<file path="config.mk">
export PLATFORM = sky130hd
export DESIGN_NAME = kilit_sirali_denetleyici
export DESIGN_NICKNAME = d
export VERILOG_FILES = /design/src/rtl/kilit_sirali_denetleyici.sv
export SDC_FILE = /design/constraint.sdc
export NUM_CORES = 1
export LEC_CHECK = 0
export BUFFER_PORTS_ARGS = -buffer_cell sky130_fd_sc_hd__buf_2
export CORE_UTILIZATION = 55
export CTS_BUF_LIST = sky130_fd_sc_hd__clkbuf_16
export DETAILED_ROUTE_END_ITERATION = 8
export PLACE_DENSITY = 0.77
export SETUP_SLACK_MARGIN = 0.05
export SYNTH_ARGS = -nofsm -noshare
export SYNTH_HDL_FRONTEND = slang
export SYNTH_SLANG_ARGS = --single-unit
</file>
<file path="constraint.sdc">
create_clock -name clk -period 3 [get_ports clk]
set_clock_uncertainty 0.05 [all_clocks]
set_input_delay 0 -clock clk [delete_from_list [all_inputs] [get_ports clk]]
set_output_delay 0 -clock clk [all_outputs]
set_load 0.05 [all_outputs]
</file>
<file path="src/rtl/kilit_sirali_denetleyici.sv">
// kilit_sirali_denetleyici
// Step-entry sequencer for the two-lock combination unit.
// It accepts four steps in order (sag1, sol1, sag2, sol2) and packs them for the external
// comparator. It then samples the comparator result and manages three things: the
// failed-attempt count, the lockout period and the timed open window.
// Optional feature: define ZAMAN_ASIMI_EN to abandon a partial entry after ZAMAN_ASIMI
// idle cycles between steps.
module kilit_sirali_denetleyici #(
    parameter int MAX_DENEME   = 3,
    parameter int KILIT_SURESI = 1000,
    parameter int ACIK_SURESI  = 500,
    parameter int ZAMAN_ASIMI  = 256
) (
    input  logic                                clk,
    input  logic                                rst_n,
    input  logic                                adim_gecerli,
    input  logic [2:0]                          adim_deger,
    output logic                                adim_hazir,
    input  logic                                iptal,
    input  logic                                kilitle,
    output logic [5:0]                          sag_adimlar,
    output logic [3:0]                          sol_adimlar,
    input  logic                                kilitler_acik_in,
    output logic                                kilit_acik,
    output logic                                kilitli,
    output logic                                hata,
    output logic [$clog2(MAX_DENEME+1)-1:0]     deneme_sayisi
);

    localparam int DW   = $clog2(MAX_DENEME + 1);
    localparam int TMAX = (KILIT_SURESI > ACIK_SURESI) ? KILIT_SURESI : ACIK_SURESI;
    localparam int TW   = $clog2(TMAX + 1);

    localparam logic [TW-1:0] SAYAC_SIFIR = {TW{1'b0}};
    localparam logic [TW-1:0] SAYAC_BIR   = TW'(1);
    localparam logic [TW-1:0] ACIK_YUK    = TW'(ACIK_SURESI - 1);
    localparam logic [TW-1:0] KILIT_YUK   = TW'(KILIT_SURESI - 1);
    localparam logic [DW-1:0] DENEME_MAX  = DW'(MAX_DENEME);
    localparam logic [DW-1:0] DENEME_BIR  = DW'(1);

    typedef enum logic [2:0] {
        S_SAG1    = 3'd0,
        S_SOL1    = 3'd1,
        S_SAG2    = 3'd2,
        S_SOL2    = 3'd3,
        S_KONTROL = 3'd4,
        S_ACIK    = 3'd5,
        S_KILITLI = 3'd6
    } durum_t;

    durum_t          r_durum;
    logic [TW-1:0]   r_sayac;        // shared open-window / lockout down-counter
    logic            w_kabul;
    logic            w_zaman_asimi;
    logic [DW-1:0]   w_deneme_yeni;

    assign w_kabul       = adim_gecerli & adim_hazir;
    // Saturating increment; the count never wraps past MAX_DENEME.
    assign w_deneme_yeni = (deneme_sayisi >= DENEME_MAX) ? deneme_sayisi
                                                         : (deneme_sayisi + DENEME_BIR);

`ifdef ZAMAN_ASIMI_EN
    localparam int ZW = $clog2(ZAMAN_ASIMI + 1);
    localparam logic [ZW-1:0] BOS_SON = ZW'(ZAMAN_ASIMI - 1);
    localparam logic [ZW-1:0] BOS_BIR = ZW'(1);

    logic [ZW-1:0] r_bos;
    logic          w_ara_adim;

    // The timer only guards the gaps between steps, never the wait for the first step.
    assign w_ara_adim    = (r_durum == S_SOL1) || (r_durum == S_SAG2) || (r_durum == S_SOL2);
    assign w_zaman_asimi = w_ara_adim && !w_kabul && !iptal && (r_bos == BOS_SON);

    // Inter-step idle counter: restarts on every accepted step or on leaving the entry states.
    always_ff @(posedge clk or negedge rst_n) begin
        if (!rst_n) begin
            r_bos <= {ZW{1'b0}};
        end else if (w_ara_adim && !w_kabul && !iptal && !w_zaman_asimi) begin
            r_bos <= r_bos + BOS_BIR;
        end else begin
            r_bos <= {ZW{1'b0}};
        end
    end
`else
    assign w_zaman_asimi = 1'b0;
`endif

    // Main sequencer: state, step registers, timers and all registered outputs.
    always_ff @(posedge clk or negedge rst_n) begin
        if (!rst_n) begin
            r_durum       <= S_SAG1;
            r_sayac       <= SAYAC_SIFIR;
            adim_hazir    <= 1'b1;
            sag_adimlar   <= 6'd0;
            sol_adimlar   <= 4'd0;
            kilit_acik    <= 1'b0;
            kilitli       <= 1'b0;
            hata          <= 1'b0;
            deneme_sayisi <= {DW{1'b0}};
        end else begin
            hata <= 1'b0;
            case (r_durum)
                S_SAG1, S_SOL1, S_SAG2, S_SOL2: begin
                    // Abort beats a simultaneous step: the step is simply dropped.
                    if (iptal || w_zaman_asimi) begin
                        r_durum     <= S_SAG1;
                        sag_adimlar <= 6'd0;
                        sol_adimlar <= 4'd0;
                        adim_hazir  <= 1'b1;
                    end else if (w_kabul) begin
                        case (r_durum)
                            S_SAG1: begin
                                sag_adimlar[5:3] <= adim_deger;
                                r_durum          <= S_SOL1;
                            end
                            S_SOL1: begin
                                sol_adimlar[3:2] <= adim_deger[1:0];
                                r_durum          <= S_SAG2;
                            end
                            S_SAG2: begin
                                sag_adimlar[2:0] <= adim_deger;
                                r_durum          <= S_SOL2;
                            end
                            S_SOL2: begin
                                sol_adimlar[1:0] <= adim_deger[1:0];
                                r_durum          <= S_KONTROL;
                                adim_hazir       <= 1'b0;
                            end
                            default: begin
                                r_durum    <= S_SAG1;
                                adim_hazir <= 1'b1;
                            end
                        endcase
                    end else begin
                        adim_hazir <= 1'b1;
                    end
                end
                // The comparator sees the packed steps for one full cycle here.
                S_KONTROL: begin
                    if (kilitler_acik_in) begin
                        r_durum       <= S_ACIK;
                        kilit_acik    <= 1'b1;
                        deneme_sayisi <= {DW{1'b0}};
                        r_sayac       <= ACIK_YUK;
                    end else begin
                        hata          <= 1'b1;
                        sag_adimlar   <= 6'd0;
                        sol_adimlar   <= 4'd0;
                        deneme_sayisi <= w_deneme_yeni;
                        if (w_deneme_yeni == DENEME_MAX) begin
                            r_durum <= S_KILITLI;
                            kilitli <= 1'b1;
                            r_sayac <= KILIT_YUK;
                        end else begin
                            r_durum    <= S_SAG1;
                            adim_hazir <= 1'b1;
                        end
                    end
                end
                S_ACIK: begin
                    if (kilitle || (r_sayac == SAYAC_SIFIR)) begin
                        r_durum     <= S_SAG1;
                        kilit_acik  <= 1'b0;
                        sag_adimlar <= 6'd0;
                        sol_adimlar <= 4'd0;
                        adim_hazir  <= 1'b1;
                    end else begin
                        r_sayac <= r_sayac - SAYAC_BIR;
                    end
                end
                S_KILITLI: begin
                    if (r_sayac == SAYAC_SIFIR) begin
                        r_durum       <= S_SAG1;
                        kilitli       <= 1'b0;
                        deneme_sayisi <= {DW{1'b0}};
                        adim_hazir    <= 1'b1;
                    end else begin
                        r_sayac <= r_sayac - SAYAC_BIR;
                    end
                end
                default: begin
                    r_durum     <= S_SAG1;
                    kilit_acik  <= 1'b0;
                    kilitli     <= 1'b0;
                    sag_adimlar <= 6'd0;
                    sol_adimlar <= 4'd0;
                    adim_hazir  <= 1'b1;
                end
            endcase
        end
    end

endmodule

</file>
==> results of run 1 <==
-- placed cells by master, fill, tap and decap left out, types with 3 or more instances in the layout --
cell type       n
dfrtp_1        28
buf_2          24
o21ai_0        15
nor2_1         12
nand2_1        12
a21oi_1         8
inv_1           6
o2bb2ai_1       6
nor3_1          5
a31oi_1         5
clkbuf_16       5
dlygate4sd3_1   5
or4_1           4
nand2b_1        4
a22o_1          4
nor4_1          4
nor2b_1         3
nand4_1         3
nand3_1         3
-- metrics by stage --
stage / hold WS (ns) / worst slack (ns) / std cells / util [%] / cell area (sq um)
after floorplan: -0.3456 / 0.5147 / 163 / - / 1539
after global placement: -0.008200 / 0.4369 / 212 / 65.45 / 1680
after detailed placement: 0.006322 / 0.3685 / 212 / 65.45 / 1680
after CTS: 0.01383 / 0.3500 / 224 / 72.56 / 1863
after global routing: 0.02877 / 0.2638 / 224 / 72.56 / 1863
final: 0.01629 / 0.3297 / 224 / 72.56 / 1863
-- worst min-delay path, cell delays in order --
cell and delay [ns]:
buf_2 0.12, nand3_1 0.10, o2bb2ai_1 0.07
-- flip-flops by register name, indices dropped and copies added (netlist names) --
register	count
r_sayac	10
sol_adimlar	4
sag_adimlar	6
kilitli	1
r_durum	3
adim_hazir	1
kilit_acik	1
hata	1
deneme_sayisi	2
-- what timing repair did --
| action | CTS | global route |
|---|---|---|
| endpoints found under the hold margin | 33 | 0 |
| hold buffers | 5 | 0 |
| buffers inserted | 0 | 0 |
-- cell type report --
class / instances / area (sq um) / share of cell area (%)
clock buffer: 5 / 125.1 / 6.716
clock inverter: 2 / 7.507 / 0.4030
timing repair buffer: 30 / 177.7 / 9.537
tap: 30 / 37.54 / 2.015
inverter: 5 / 18.77 / 1.007
multi-input combinational: 123 / 769.5 / 41.30
sequential: 29 / 726.9 / 39.02
-- report_power, final --
part           total [uW]  internal (uW)  switching (uW)
clock                 442            294             148
combinational         706            244             462
sequential            714            525             188
-- layer usage --
layer / share of wire, % / global-route usage, % / vias up
met1: 43 / 32.71 / 684
met2: 50 / 47.19 / 38
li1: - / - / 682
met5: 0 / 0 / -
met3: 5.1 / 7.923 / 6
met4: 1.5 / 10.42 / 0
-- final timing paths --
path	start	to	slack, ns	cells past startpoint
max in group asynchronous	rst_n	hata	2.24	2
min	adim_gecerli	sag_adimlar[2]	0.02	3
min reg2reg	sag_adimlar[0]	sag_adimlar[0]	0.44	1
max reg2reg	r_sayac[0]	sag_adimlar[3]	0.33	6
max	r_sayac[0]	sag_adimlar[3]	0.33	6
min in group asynchronous	rst_n	sol_adimlar[0]	0.25	2
-- logic make-up after synthesis --
| kind of cell | count (synthesis) | synth area share [%] |
|---|---|---|
| and+or+nand+nor | 64 | 23.25 |
| AOI/OAI and AO/OA | 56 | 24.55 |
| muxes | 2 | 1.382 |
| adders and majority gates | 1 | 0.8129 |
| DFF | 29 | 47.24 |
| buffers and inverters | 11 | 2.764 |
==> flow_summary.json, run 1 <==
{
  "num_io_pins": 25,
  "hpwlAfterDp_mm": 2.573,
  "critPathMaxStageDelay_ns": 0.60,
  "cts_buffers": 5,
  "die-width_um": 54.90,
  "vias": 1410,
  "synth_common_cells": "28 x dfrtp_1, 15 x o21ai_0, 12 x nand2_1, 12 x nor2_1, 8 x a21oi_1",
  "tritoncts": "yes",
  "routabilityCongestion": 0.8064,
  "syn_area_sq_um": 1539,
  "maxCapViolCount": 0,
  "clock-root-buffer": "clkbuf_16",
  "grt_max_degree": 30,
  "drtPass1Iterations": 4,
  "netlist_top_cells_area": "dfrtp_1 46%, o21ai_0 4.9%, o2bb2ai_1 3.4%",
  "tightest_slew_ns": 0.6370,
  "wl_per_cell_um": 16.38,
  "critical_path_class": "reg -> reg",
  "cts-htree-levels": 2,
  "fin_crit_sh_pct": 89.01,
  "cpLargestDelayFamily": "simple AND/OR/NAND/NOR gates",
  "crit_path_start_kind": "flip-flop",
  "die_area_sq_um": 3013,
  "irDropWorstVdd_uv": 734.3,
  "synthArstFlopShare_pct": 100.0,
  "p_leak_uw": 0.0008285,
  "cts_sinks": 29,
  "crit_fanout": 6,
  "drt-initial-drc-count": 43,
  "ys_types": 45,
  "yosys.area.top_type_share_pct": 45.53,
  "synth_most_common_cell": "dfrtp_1",
  "path_cells": "inv_1, ha_1, or4b_1, o311a_1, or4_4, a22o_1",
  "ys_seq_area_share_pct": 47.24,
  "grtUsageTotal_pct": 27.65,
  "floorplan.die.height_um": 54.90,
  "fillerInstances": 189,
  "hold_viol": 0,
  "nets": 204,
  "synthesis.nets": 173,
  "hold_class": "in -> reg",
  "finalMaxSlewViolations": 0,
  "rsz0062_at_grt": "false",
  "drc_errors": 0,
  "worstPathRequired_ns": 3.10,
  "avgSynthCellArea_sq_um": 9.442,
  "first_global_vias": 1309,
  "drt-vias-per-instance": 6.295,
  "cp.arrival_ns": 2.77,
  "areaGrowthSynthToFinish_pct": 21.06,
  "fmax_ghz": 0.3745,
  "critPathCaptureType": "flip-flop",
  "maxSlewHeadroom_pct": 57.53,
  "antennaDiodeCount": 0,
  "finalCriticalPeriod_ns": 2.670,
  "io_buffers": 24,
  "path_clk_slew_ns": 0.05,
  "synth_edf_count": 0,
  "grt_pass1_wl_mm": 5.782,
  "power_uw": 1862,
  "layout-drive-gt1-share_pct": 19.59,
  "slowest_stage": "or4b_1",
  "routed_wl_mm": 3.669,
  "ys_ff_latch": 29,
  "setup_viol": 0,
  "cp_num_buf_inv": 1,
  "cts_buffer_depth": 2,
  "synth_cells": 163,
  "fp-row-count": 18,
  "antenna_found_initial": 0,
  "ys_warn_count": 0,
  "clk_latency_ns": 0.27,
  "core_sq_um": 2567,
  "start_util_pct": 59.94,
  "cts_resized": 0,
  "powerDensity_nw_per_um2": 999.6,
  "gr-total-overflow": 0,
  "yosys.area.top_type": "dfrtp_1",
  "outcome": "completed",
  "setup_tns_ns": 0,
  "synth_flop_cell": "dfrtp_1",
  "ant_nets": 0
}
Power figures use the tool's default switching activity.
==> run 2, diff against run 1 <==
- REMOVE_ABC_BUFFERS: unset -> 1
==> run 2 against run 1 <==
Compared with the run above:
- global-route usage is essentially flat
- count of clock-buffer cells in the layout is the same
- register-to-register slack is essentially flat
- sequential power is essentially flat
- flip-flop and latch count is the same
- clock power is essentially flat
- final area is the same
- core utilization is the same
- largest power group unchanged
- final cell count is the same
- worst setup slack gained 0.013 ns
==> flow_summary.json, run 2 (synthesis results as in run 1) <==
{
  "reg_top3": "r_sayac: 10 flops, sag_adimlar: 6 flops, sol_adimlar: 4 flops",
  "cts-htree-levels": 2,
  "finalCriticalPeriod_ns": 2.657,
  "io_buffers": 24,
  "cp_num_buf_inv": 1,
  "outcome": "completed",
  "powerDensity_nw_per_um2": 999.9,
  "drc_errors": 0,
  "areaGrowthSynthToFinish_pct": 21.06,
  "drtPass1Iterations": 4,
  "wl_per_cell_um": 16.71,
  "nets": 204,
  "cts_resized": 0,
  "worstRegToRegCells": 6,
  "maxCapViolCount": 0,
  "clock_power_share_pct": 23.6,
  "worstPathRequired_ns": 3.10,
  "floorplan.die.height_um": 54.90,
  "routed_wl_mm": 3.744,
  "numPlacedInstances": 212,
  "grt_pass1_wl_mm": 5.885,
  "swShare_pct": 42.97,
  "antennaDiodeCount": 0,
  "cpLargestDelayFamily": "simple AND/OR/NAND/NOR gates",
  "crit_fanout": 6,
  "wl_met3_um": 176,
  "hold_depth": 3,
  "wl_met2_mm": 1.859,
  "setup_slack_ns": 0.3427,
  "vias": 1410,
  "place_ws_ns": 0.3812,
  "cts_buffers": 5,
  "fmax_ghz": 0.3763,
  "num_io_pins": 25,
  "p_sw_uw": 800.5,
  "p_leak_uw": 0.0008285,
  "routabilityCongestion": 0.8458,
  "cp.arrival_ns": 2.75,
  "highest_layer": "met4",
  "core_sq_um": 2567,
  "critical_path_class": "reg -> reg",
  "maxSlewHeadroom_pct": 52.72,
  "cts_buffer_depth": 2,
  "p_comb_share_pct": 38.0,
  "hpwlAfterDp_mm": 2.590,
  "final_cell_mix": "28 x dfrtp_1, 24 x buf_2, 15 x o21ai_0, 12 x nor2_1, 12 x nand2_1",
  "largest_reg_flops": 10,
  "gr-total-overflow": 0,
  "layout-drive-gt1-share_pct": 19.59,
  "finalNonFillerCells": 224,
  "cts_sinks": 29,
  "hold_class": "in -> reg",
  "drt-vias-per-instance": 6.295,
  "rsz0062_at_grt": "false",
  "path_cells": "inv_1, ha_1, or4b_1, o311a_1, or4_4, a22o_1",
  "setup_tns_ns": 0,
  "critPathMaxStageDelay_ns": 0.59,
  "tritoncts": "yes",
  "die_area_sq_um": 3013,
  "ant_nets": 0,
  "grtUsageTotal_pct": 27.63,
  "clock-root-buffer": "clkbuf_16",
  "path_clk_slew_ns": 0.04,
  "grt_max_degree": 30,
  "tightest_slew_ns": 0.7045,
  "antenna_found_initial": 0,
  "sequentialPowerShare_pct": 38.3,
  "die-width_um": 54.90,
  "finalMaxSlewViolations": 0,
  "slowest_stage": "or4b_1",
  "crit_path_start_kind": "flip-flop",
  "final_common_cell": "dfrtp_1",
  "worstSetupPathDepth": 6,
  "largest-register": "r_sayac",
  "clk_latency_ns": 0.26,
  "wl_met1_mm": 1.684,
  "start_util_pct": 59.94,
  "setup_viol": 0,
  "drt-initial-drc-count": 50,
  "critPathCaptureType": "flip-flop",
  "first_global_vias": 1319,
  "fin_crit_sh_pct": 88.58,
  "hold_viol": 0,
  "intPower_uw": 1062,
  "irDropWorstVdd_uv": 782.7,
  "power_uw": 1863,
  "fp-row-count": 18
}
[run 2: final timing paths]
kind	startpoint	to	slack [ns]
max in group asynchronous	rst_n	sol_adimlar[2]	2.23
min reg2reg	sag_adimlar[0]	sag_adimlar[0]	0.42
min in group asynchronous	rst_n	deneme_sayisi[1]	0.25
max	r_sayac[0]	sag_adimlar[3]	0.34
max reg2reg	r_sayac[0]	sag_adimlar[3]	0.34
min	adim_gecerli	sag_adimlar[2]	0.006
[run 2: worst register-to-register path: stages, from the launching register on]
cell and delay [ns]:
dfrtp_1 0.41, inv_1 0.07, ha_1 0.24, or4b_1 0.59, o311a_1 0.41, or4_4 0.53, a22o_1 0.25
[run 2: per-layer routing]
metal | global-route usage [%] | vias to the layer above
li1 | - | 684
met1 | 34.78 | 675
met2 | 47.79 | 46
met3 | 6.831 | 5
met4 | 5.833 | 0
met5 | 0 | -
[run 2: through the flow]
step | hold slack, ns | cell area [sq um] | util [%]
floorplan | -0.3456 | 1515 | -
global placement | -0.005441 | 1680 | 65.45
detailed placement | 0.004670 | 1680 | 65.45
CTS | 0.002836 | 1863 | 72.56
global route | 0.05068 | 1863 | 72.56
finish | 0.005614 | 1863 | 72.56
[run 2: power by group through the flow]
stage	registers (uW)	logic, uW	clock network (uW)
global route	739	775	467
finish	714	709	440
global placement	699	677	0
CTS	708	708	448
floorplan	852	354	0
detailed placement	709	700	0
[run 2: area by class of cell]
cell class                 instances  area (sq um)
timing repair buffer              30         177.7
fill                             189         704.4
clock buffer                       5         125.1
multi-input combinational        123         769.5
inverter                           5         18.77
clock inverter                     2         7.507
tap                               30         37.54
sequential                        29         726.9
[run 2: timing repair]
item,in CTS,in global routing
buffers inserted,0,0
endpoints found under the hold margin,33,0
hold buffers,5,0
